===== src/rtl/branch_predictor_table.sv =====
// Branch direction predictor: a table of saturating counters indexed by PC
// bits, optionally hashed with global history, plus a misprediction counter.
module branch_predictor_table #(
  parameter int IDX_W = 5,
  parameter int CTR_W = 2,
  parameter int GHR_W = 0,
  parameter int CNT_W = 16,
  localparam int GW   = (GHR_W > 0) ? GHR_W : 1
) (
  input  logic             clk,
  input  logic             rst,
  input  logic             rd_en,
  input  logic [IDX_W-1:0] rd_pc_idx,
  output logic             pred_valid,
  output logic             pred_taken,
  output logic [IDX_W-1:0] pred_tbl_idx,
  input  logic             upd_en,
  input  logic [IDX_W-1:0] upd_tbl_idx,
  input  logic             upd_taken,
  input  logic             upd_pred,
  output logic [GW-1:0]    ghr,
  output logic [CNT_W-1:0] miss_count
);

  localparam int DEPTH = 1 << IDX_W;
  localparam logic [CTR_W-1:0] CTR_RST = CTR_W'((1 << (CTR_W - 1)) - 1);

  logic [CTR_W-1:0] tbl [DEPTH];
  logic [GW-1:0]    ghr_q;
  logic [IDX_W-1:0] rd_idx;
  logic [CTR_W-1:0] upd_ctr;
  logic [CTR_W-1:0] rd_ctr;

  function automatic logic [CTR_W-1:0] ctr_next(input logic [CTR_W-1:0] c,
                                                input logic t);
    if (t) return (c == '1) ? c : c + CTR_W'(1);
    else   return (c == '0) ? c : c - CTR_W'(1);
  endfunction

  generate
    if (GHR_W == 0) begin : g_bimodal
      assign rd_idx = rd_pc_idx;
    end else begin : g_gshare
      assign rd_idx = rd_pc_idx ^ IDX_W'(ghr_q);
    end
  endgenerate

  assign upd_ctr = ctr_next(tbl[upd_tbl_idx], upd_taken);
  // Same-index update in this cycle is forwarded so the read sees the new value
  assign rd_ctr  = (upd_en && (upd_tbl_idx == rd_idx)) ? upd_ctr : tbl[rd_idx];
  assign ghr     = ghr_q;

  always_ff @(posedge clk) begin
    if (rst) begin
      for (int i = 0; i < DEPTH; i++) tbl[i] <= CTR_RST;
      ghr_q        <= '0;
      miss_count   <= '0;
      pred_valid   <= 1'b0;
      pred_taken   <= 1'b0;
      pred_tbl_idx <= '0;
    end else begin
      if (upd_en) begin
        tbl[upd_tbl_idx] <= upd_ctr;
        // Oldest history bit falls off the top on truncation
        if (GHR_W > 0) ghr_q <= GW'({ghr_q, upd_taken});
        if ((upd_pred != upd_taken) && (miss_count != '1))
          miss_count <= miss_count + CNT_W'(1);
      end
      pred_valid <= rd_en;
      if (rd_en) begin
        pred_taken   <= rd_ctr[CTR_W-1];
        pred_tbl_idx <= rd_idx;
      end
    end
  end

endmodule


===== config.mk =====
export PLATFORM = sky130hd
export DESIGN_NAME = branch_predictor_table
export DESIGN_NICKNAME = d
export VERILOG_FILES = /design/src/rtl/branch_predictor_table.sv
export SDC_FILE = /design/constraint.sdc
export NUM_CORES = 1
export LEC_CHECK = 0
export ABC_CLOCK_PERIOD_IN_PS = 3550
export CAP_MARGIN = 20
export CORE_UTILIZATION = 55
export CTS_CLUSTER_DIAMETER = 80
export DETAILED_ROUTE_END_ITERATION = 16
export MAX_ROUTING_LAYER = met4
export PLACE_DENSITY = 0.87
export SLEW_MARGIN = 0
export SYNTH_ARGS = -nofsm -noshare
export SYNTH_HDL_FRONTEND = slang
export SYNTH_SLANG_ARGS = --single-unit

===== constraint.sdc =====
create_clock -name clk -period 3.55 [get_ports clk]
set_clock_uncertainty 0.15 [all_clocks]
set_input_delay 0.5325 -clock clk [delete_from_list [all_inputs] [get_ports clk]]
set_output_delay 0.5325 -clock clk [all_outputs]
set_load 0.1 [all_outputs]

==> results of run 1 <==
-- report_power, final --
group | total (W) | internal (W) | leakage (nW) | switching (W)
registers | 0.00113 | 0.00111 | 0.762 | 0.0000157
clock network | 0.000720 | 0.000332 | 0.101 | 0.000388
logic | 0.000353 | 0.000132 | 0.976 | 0.000221
-- cells in the mapped netlist (3+ instances only) --
| cell | number |
|---|---|
| buf_6 | 7 |
| inv_1 | 3 |
| o21ai_0 | 3 |
| nand2b_1 | 29 |
| nand4_1 | 4 |
| clkbuf_1 | 17 |
| o22ai_1 | 9 |
| nor3b_2 | 3 |
| and3_1 | 3 |
| mux2_2 | 5 |
| nor3b_1 | 4 |
| nor2b_1 | 3 |
| nor3_1 | 13 |
| mux4_2 | 11 |
| nor3_2 | 3 |
| nand3b_1 | 3 |
| buf_2 | 4 |
| mux2i_1 | 30 |
| a21oi_1 | 3 |
| edfxtp_1 | 64 |
| buf_4 | 5 |
| nor2_1 | 54 |
| o221ai_1 | 4 |
| or2_2 | 7 |
| nand3_1 | 34 |
| dfxtp_1 | 23 |
| or3_1 | 3 |
| nand2_1 | 39 |
| xor2_1 | 4 |
| xnor2_1 | 16 |
-- worst min-delay path by stage --
stage	from	to	cells after the start
global route	pred_tbl_idx[0]$_SDFFE_PP0P_	pred_tbl_idx[0]$_SDFFE_PP0P_	2
finish	pred_tbl_idx[4]$_SDFFE_PP0P_	pred_tbl_idx[4]$_SDFFE_PP0P_	2
floorplan	rd_pc_idx[2]	pred_tbl_idx[2]$_SDFFE_PP0P_	2
CTS	pred_tbl_idx[4]$_SDFFE_PP0P_	pred_tbl_idx[4]$_SDFFE_PP0P_	2
detailed placement	pred_tbl_idx[4]$_SDFFE_PP0P_	pred_tbl_idx[4]$_SDFFE_PP0P_	2
global placement	pred_tbl_idx[1]$_SDFFE_PP0P_	pred_tbl_idx[1]$_SDFFE_PP0P_	2
-- worst max-delay path, stage by stage --
cell and delay [ps]:
clkdlybuf4s50_1 590, buf_4 250, nand3b_1 260, o22ai_1 150, or3_1 330, o21ai_1 230
maj3_2 290, buf_12 170, nand3_1 100
-- stage by stage --
step | area, µm² | worst slack (ps)
after floorplan | 4722 | 711.7
after global placement | 5243 | 237.7
after detailed placement | 5243 | 256.0
after CTS | 5444 | 636.2
after global routing | 5444 | 438.7
final | 5444 | 601.5
-- sequential cells by signal, indices dropped and copies added (netlist names) --
signal and flops:
pred_tbl_idx 5, pred_valid 1, tbl 64, miss_count 16
pred_taken 1
-- layer usage --
metal / GRT usage (%) / share of wire, % / vias up
met2: 42.45 / 49 / 178
met1: 33.63 / 41 / 1685
met3: 7.327 / 8.4 / 34
li1: - / - / 1635
met4: 11.74 / 2.4 / 0
met5: - / 0 / -
-- cells in the final DEF (no fill, tap or decap), drive strengths merged, types with 4 or more instances in the layout --
cell,n
clkbuf,9
nand2b,29
nor3,16
nand4,4
nand2,39
mux2,6
nand3,34
nand3b,4
nor2,54
edfxtp,64
o21ai,4
clkdlybuf4s50,37
buf,25
o221ai,4
nor4,4
o22ai,9
xor2,4
dfxtp,23
xnor2,16
or2,7
nor3b,7
mux4,11
inv,6
mux2i,30
-- cell families after synthesis --
group	after synthesis	synth area share, %
xor gates and xnor gates	20	3.709
buffers and inverters	37	4.558
muxes	47	13.04
and+or+nand+nor	215	23.98
other	1	0.07942
adders and majority gates	3	0.7418
DFF	87	50.45
AOI/OAI and AO/OA	24	3.444
-- layout make-up --
class | count | area, µm² | area share [%]
Clock buffer | 9 | 123.9 | 2.275
Sequential cell | 87 | 2382 | 43.76
Timing Repair Buffer | 62 | 593.1 | 10.89
Inverter | 3 | 11.26 | 0.2068
Multi-Input combinational cell | 310 | 2125 | 39.03
Tap cell | 105 | 131.4 | 2.413
Clock inverter | 7 | 77.57 | 1.425
==> results.md, run 1 <==
- The run finished with clean final reports.
- After routing, the total negative slack on setup checks comes to 0 ps.
- The number of slew-limit violations in the final report came to 0.
- The fill cell instance count of the final layout is between 600 and 700.
- The most critical setup path has its startpoint at upd_tbl_idx[4].
- The number of enable flip-flop cells after synthesis is 64.
- The worst register-to-register path has a depth of 7.
- The number of nets produced by synthesis is ~450.
- Across the VDD grid, the largest voltage drop is approximately 0.2 mV.
- The post-placement cell count is approximately 570.
- For this block, the via count after detailed routing is 3532.
- Once detail routing completed, the nets flagged for antenna violations numbered 0.
- The worst setup path is captured at a register.
- The clock tree from TritonCTS is built.
- The worst-case clock buffer depth is 2.
- The slew at the pin with the worst max-slew slack is about 980 ps.
- The portion of the post-synthesis area used by sequential elements is 50.45%.
- The number of antenna violations at the first check in global routing is 0.
- The later-pin clock latency in the skew report is 380 ps.
- Data on the critical path is required at its endpoint by 3510 ps.
- The synthesized design spends more area on one cell type than any other, namely edfxtp_1.
- Yosys printed 0 warnings.
- The critical path is of the in -> reg type.
- The count of boundary I/O pins is 40.
- Compared with the post-synthesis result, the final layout area differs by 15.29%.
- The register clock-pin slew on the reported worst setup and hold paths is 90 ps.
- The die boundary height is around 95 µm.
- The max-slew headroom at the worst pin is roughly 34%.
- The arrival time at the worst endpoint is about 2900 ps.
- Dividing the detail-routed wire length by the instance count gives approximately 19 µm.
- The kind of launch point of the worst setup path is an input pin.
- The pre-antenna-repair detailed-routing pass consisted of 5 iterations.
- The total wire length is approximately 11 mm.
- In this run the worst path has a maximum fanout of 18.
- The path class of the tightest hold or removal check is reg -> reg.
- The total of max-cap violations is 0.
- The wire length of the first global-routing pass is about 17 mm.
- The synthesized area per cell is between 10 and 15 µm².
- In the routed design, unresolved DRC markers number 0.
- The number of global-route vias before repair was 3445.
- The static power due to leakage is ~1.8 nW.
- Static timing analysis puts the maximum clock frequency at 339.2 MHz.
- The number of rows created at floorplan is 33.
- Dividing the detail-routed via count by the number of cells gives 6.058.
- The synthesis-stage register bit count is 87.
- The post-synthesis cell type count is roughly 50.
- The hold violation total from the final report was 0.
- The standard cell core area is around 0.0083 mm².
- Routability-driven placement finished with a final weighted congestion of ~0.91.
- The number of buffers inserted by port buffering is 38.
- The final standard cell utilization of the core is around two thirds.
- The synthesized cell area is 0.004722 mm².
- The root buffer cell is clkbuf_8.
- For this block, the initial DRC count from the detailed router was slightly below 200.
- Hold is met by roughly 350 ps.
- Synthesis produced 434 cells.
- Buffers inserted during clock tree synthesis total 9.
- The H-tree was split into 3 levels.
- The fraction of post-synthesis cell area in the top cell type by area is 40.70%.
- After clock tree synthesis, the setup repair step added 0 buffers.
- The net count of the finished layout is 490.
- Entering global routing, the biggest net connects 56 pins.
- The antenna cell count is 0.
- In this run the power density over the cells is 404.6 mW/mm².
- The top flip-flop cell by instance count after synthesis is edfxtp_1.
- The overall power after layout is roughly 0.0022 W.
- The floorplan step set the die width to 94.66 µm.
- The smallest clock period supported by the final layout is computed as between 2000 and 3000 ps.
- Following the worst setup path forward leads to its endpoint at tbl[22][0]$_SDFFCE_PN1P_.
- Setup repair after global routing left no endpoint under its margin.
- Setup violations remaining at the end of the flow were counted as 0.
- Dividing the final minimum period by the clock period gives just over 80%.
- The quantity of gates resized following cts is 0.
- Cells with a size suffix above 1 make up roughly 16% of the layout.
- The initial standard-cell utilization of the core is ~57%.
- Sorting the synthesized cells by area gives the leading types as edfxtp_1 (41%), dfxtp_1 (9.8%), mux2i_1 (6.4%).
- Counting flops with an async set or reset pin after synthesis yields a share of 0%.
- The startpoint identified for the worst register-to-register timing path is tbl[28][1]$_SDFFCE_PN0P_.
- Global routing used a little over a quarter of the available tracks across all layers.
- The reg-to-reg critical path endpoint is tbl[22][0]$_SDFFCE_PN1P_.
- The floorplan step defined a die boundary enclosing 0.008961 mm².
- In this run, post-CTS hold repair placed 0 buffers.
- The final non-filler cell total is slightly below 600.
- The total clock sinks is just under 90.
- For this run the aggregate overflow at the end of global routing stands at 0.
- The register-to-register path setup slack is 1120 ps.
- Once detailed placement completed, the half-perimeter wirelength came to 7.979 mm.
Power figures use the tool's default switching activity.
==> inputs of run 2 (changes only) <==
ABC_CLOCK_PERIOD_IN_PS = 2500   (was 3550)
CORE_UTILIZATION = 53   (was 55)
PLACE_DENSITY = 0.88   (was 0.87)
clock period = 2.5 ns   (was 3.55 ns; I/O delays follow)
==> run 2 against run 1 <==
Compared with the run above: critical endpoint is now tbl[3][0]$_SDFFCE_PN1P_; sequential share of layout area is 1.5 points lower; first-iteration DRC count is 52% higher; worst setup slack worse by 560 ps; die area rose by 3.7%; cell area is 4.3% higher; flip-flop and latch count is the same; critical path depth unchanged; critical path type unchanged; hold slack gained 20 ps.
==> results.md, run 2 (same netlist as run 1, synthesis figures left out) <==
- The standard cell core area is 0.008678 mm² (was 0.008258 mm²).
- The clock tree from TritonCTS is built (unchanged).
- The layout cell share with drive strength beyond 1 was 28.74% (was 16.11%).
- The most common library cell in the layout ignoring fill and taps is edfxtp_1 (unchanged).
- The total global-route track usage was 25.90% (was 27.34%).
- The maximum resistive drop on vdd came to 0.3342 mV (was 0.2005 mV).
- The area added between synthesis and finish was 20.24% (was 15.29%).
- The weighted congestion reported at the end of routability-driven placement is 0.8971 (was 0.9065).
- The arrival time at the worst endpoint came to 2400 ps (was 2910 ps).
- The static power due to leakage is 2.047 nW (was 1.839 nW).
- The antenna violation net count after detailed routing was 0 (unchanged).
- The root buffer cell is clkbuf_8 (unchanged).
- The number of buffers inserted by port buffering is 38 (unchanged).
- The post-route minimum period is about 2500 ps.
- The register containing the most flip-flops in the final layout is tbl (unchanged).
- The final setup violation count was 0 (unchanged).
- The number of rows created at floorplan is 34 (was 33).
- The initial standard-cell utilization of the core is 54.41% (was 57.18%).
- The total clock sinks is 87 (unchanged).
- The number of antenna violations at the first check in global routing is 0 (unchanged).
- The later-pin clock latency in the skew report is 360 ps (was 380 ps).
- The total power per unit cell area is 557.4 mW/mm² (was 404.6 mW/mm²).
- The total of max-cap violations was 0 (unchanged).
- The total wire length is 11.49 mm (was 11.10 mm).
- The number of slew-limit violations in the final report is 0 (unchanged).
- The die boundary height is 96.39 µm (was 94.66 µm).
- The worst min-delay path class was reg -> reg (unchanged).
- The via count was 3638 (was 3532).
- Highest-count cells in the layout ignoring fill and taps: edfxtp_1 (64), buf_4 (63), nor2_1 (54), nand2_1 (39), nand3_1 (33) (was edfxtp_1 (64), nor2_1 (54), nand2_1 (39), clkdlybuf4s50_1 (37), nand3_1 (34)).
- The kind of launch point of the worst setup path is an input pin (unchanged).
- The wire length of the first global-routing pass is 16.85 mm (was 17.36 mm).
- The initial DRC count came to 293 (was 193).
- The classification of the worst setup path is in -> reg (unchanged).
- Result of the run: complete, no violations (unchanged).
- The timing-limited maximum frequency is approximately 410 MHz.
- The antenna cell count is 0 (unchanged).
- The count of boundary I/O pins is 40 (unchanged).
- The DRC violation count after routing is 0 (unchanged).
- The standard cell area after detailed placement was 0.005371 mm² (was 0.005243 mm²).
- The deepest level of the CTS H-tree is 3 (unchanged).
- The register clock-pin slew on the reported worst setup and hold paths is 80 ps (was 90 ps).
- Registers with the most flip-flops: tbl x64, miss_count x16, pred_tbl_idx x5 (unchanged).
- The mean routed wirelength per cell is 18.86 µm (was 19.03 µm).
- The capturing element type of the critical path is a register (unchanged).
- The final standard cell utilization of the core is 65.43% (was 65.92%).
- The area of all placed cells without fillers is 0.005678 mm² (was 0.005444 mm²).
- The minimum hold slack is 369.9 ps (was 349.8 ps).
- The number of global-route vias before repair came to 3346 (was 3445).
- The final net count is 513 (was 490).
- The maximum number of pins on one net before global-route repair is 33 (was 56).
- The worst-case clock buffer depth is 2 (unchanged).
- The total congestion overflow after global routing is 0 (unchanged).
- The flip-flop count of the largest register, all copies and words added is 64 (unchanged).
- The per-cell via count in the routed design is 5.974 (was 6.058).
- The hold violation total from the final report came to 0 (unchanged).
- The area of the die is 0.009291 mm² (was 0.008961 mm²).
- The required time of the critical path is 2440 ps (was 3510 ps).
- The maximum fanout count along the critical path was 10 (was 18).
- The detailed-routing iteration count for the pre-antenna-repair pass came to 5 (unchanged).
- The TritonCTS buffer count came to 9 (unchanged).
- The worst path uses 98.36% of the clock period.
- The count of hold-fix buffers inserted at cts is 0 (unchanged).
- The die boundary width is 96.39 µm (was 94.66 µm).
- The half-perimeter wire length after placement is 8.102 mm (was 7.979 mm).
## run 2: changes by cell type in the layout (fill, tap and decap cells not counted), sizes merged
| cell | before | now |
|---|---|---|
| buf | 25 | 70 |
| clkdlybuf4s50 | 37 | 11 |
| clkbuf | 9 | 12 |
| dlygate4sd2 | 0 | 2 |
| bufinv | 1 | 0 |
| clkinvlp | 1 | 0 |
| dlymetal6s2s | 0 | 1 |
## run 2: area by class of cell
| type | count | area, µm² |
|---|---|---|
| multi-input combinational | 310 | 2171 |
| tap | 108 | 135.1 |
| fill | 639 | 3000 |
| sequential | 87 | 2397 |
| clock inverter | 5 | 46.29 |
| clock buffer | 11 | 162.7 |
| timing repair buffer | 85 | 754.5 |
| inverter | 3 | 11.26 |
## run 2: where the power goes
group          switching, W  internal, W  leakage (nW)
Sequential        0.0000225      0.00158         0.768
Clock              0.000538     0.000467         0.108
Combinational      0.000333     0.000223          1.17
## run 2: final timing paths
path	from	to	slack, ps	cells past startpoint
hold / removal	miss_count[5]$_SDFFE_PP0P_	miss_count[5]$_SDFFE_PP0P_	370	2
setup / recovery	upd_tbl_idx[1]	tbl[3][0]$_SDFFCE_PN1P_	40	9
hold reg to reg	miss_count[5]$_SDFFE_PP0P_	miss_count[5]$_SDFFE_PP0P_	370	2
setup reg to reg	tbl[28][1]$_SDFFCE_PN0P_	tbl[3][0]$_SDFFCE_PN1P_	180	7
## run 2: layer usage
metal / GRT usage (%) / wire length (µm)
met1: 30.91 / 4658
met2: 43.03 / 5659
met3: 5.712 / 864
met4: 10.05 / 303
met5: - / 0
## run 2: timing repair
action | 4_1_cts | 5_1_grt
gates resized for setup | 5 | 8
pin swaps | 1 | 1
setup endpoints to repair | 65 | 64
cloned | 0 | 1
setup buffers | 1 | 2
## run 2: critical path, cell delays in order
cell and delay, ps:
buf_2 250, buf_4 250, mux2i_1 320, o22ai_1 120, or3_1 340, o21ai_2 180
maj3_2 320, buf_12 160, nand3_1 80
## run 2: per-stage QoR
step	cells	TNS [ps]	setup slack (ps)	power, W
2_1_floorplan	434	0	51.95	0.001981
3_3_place_gp	589	-28680	-501.6	0.002146
3_5_place_dp	589	-29800	-508.4	0.002159
4_1_cts	606	0	11.82	0.003142
5_1_grt	609	-19.76	-8.838	0.003262
6_report	609	0	41.12	0.003165
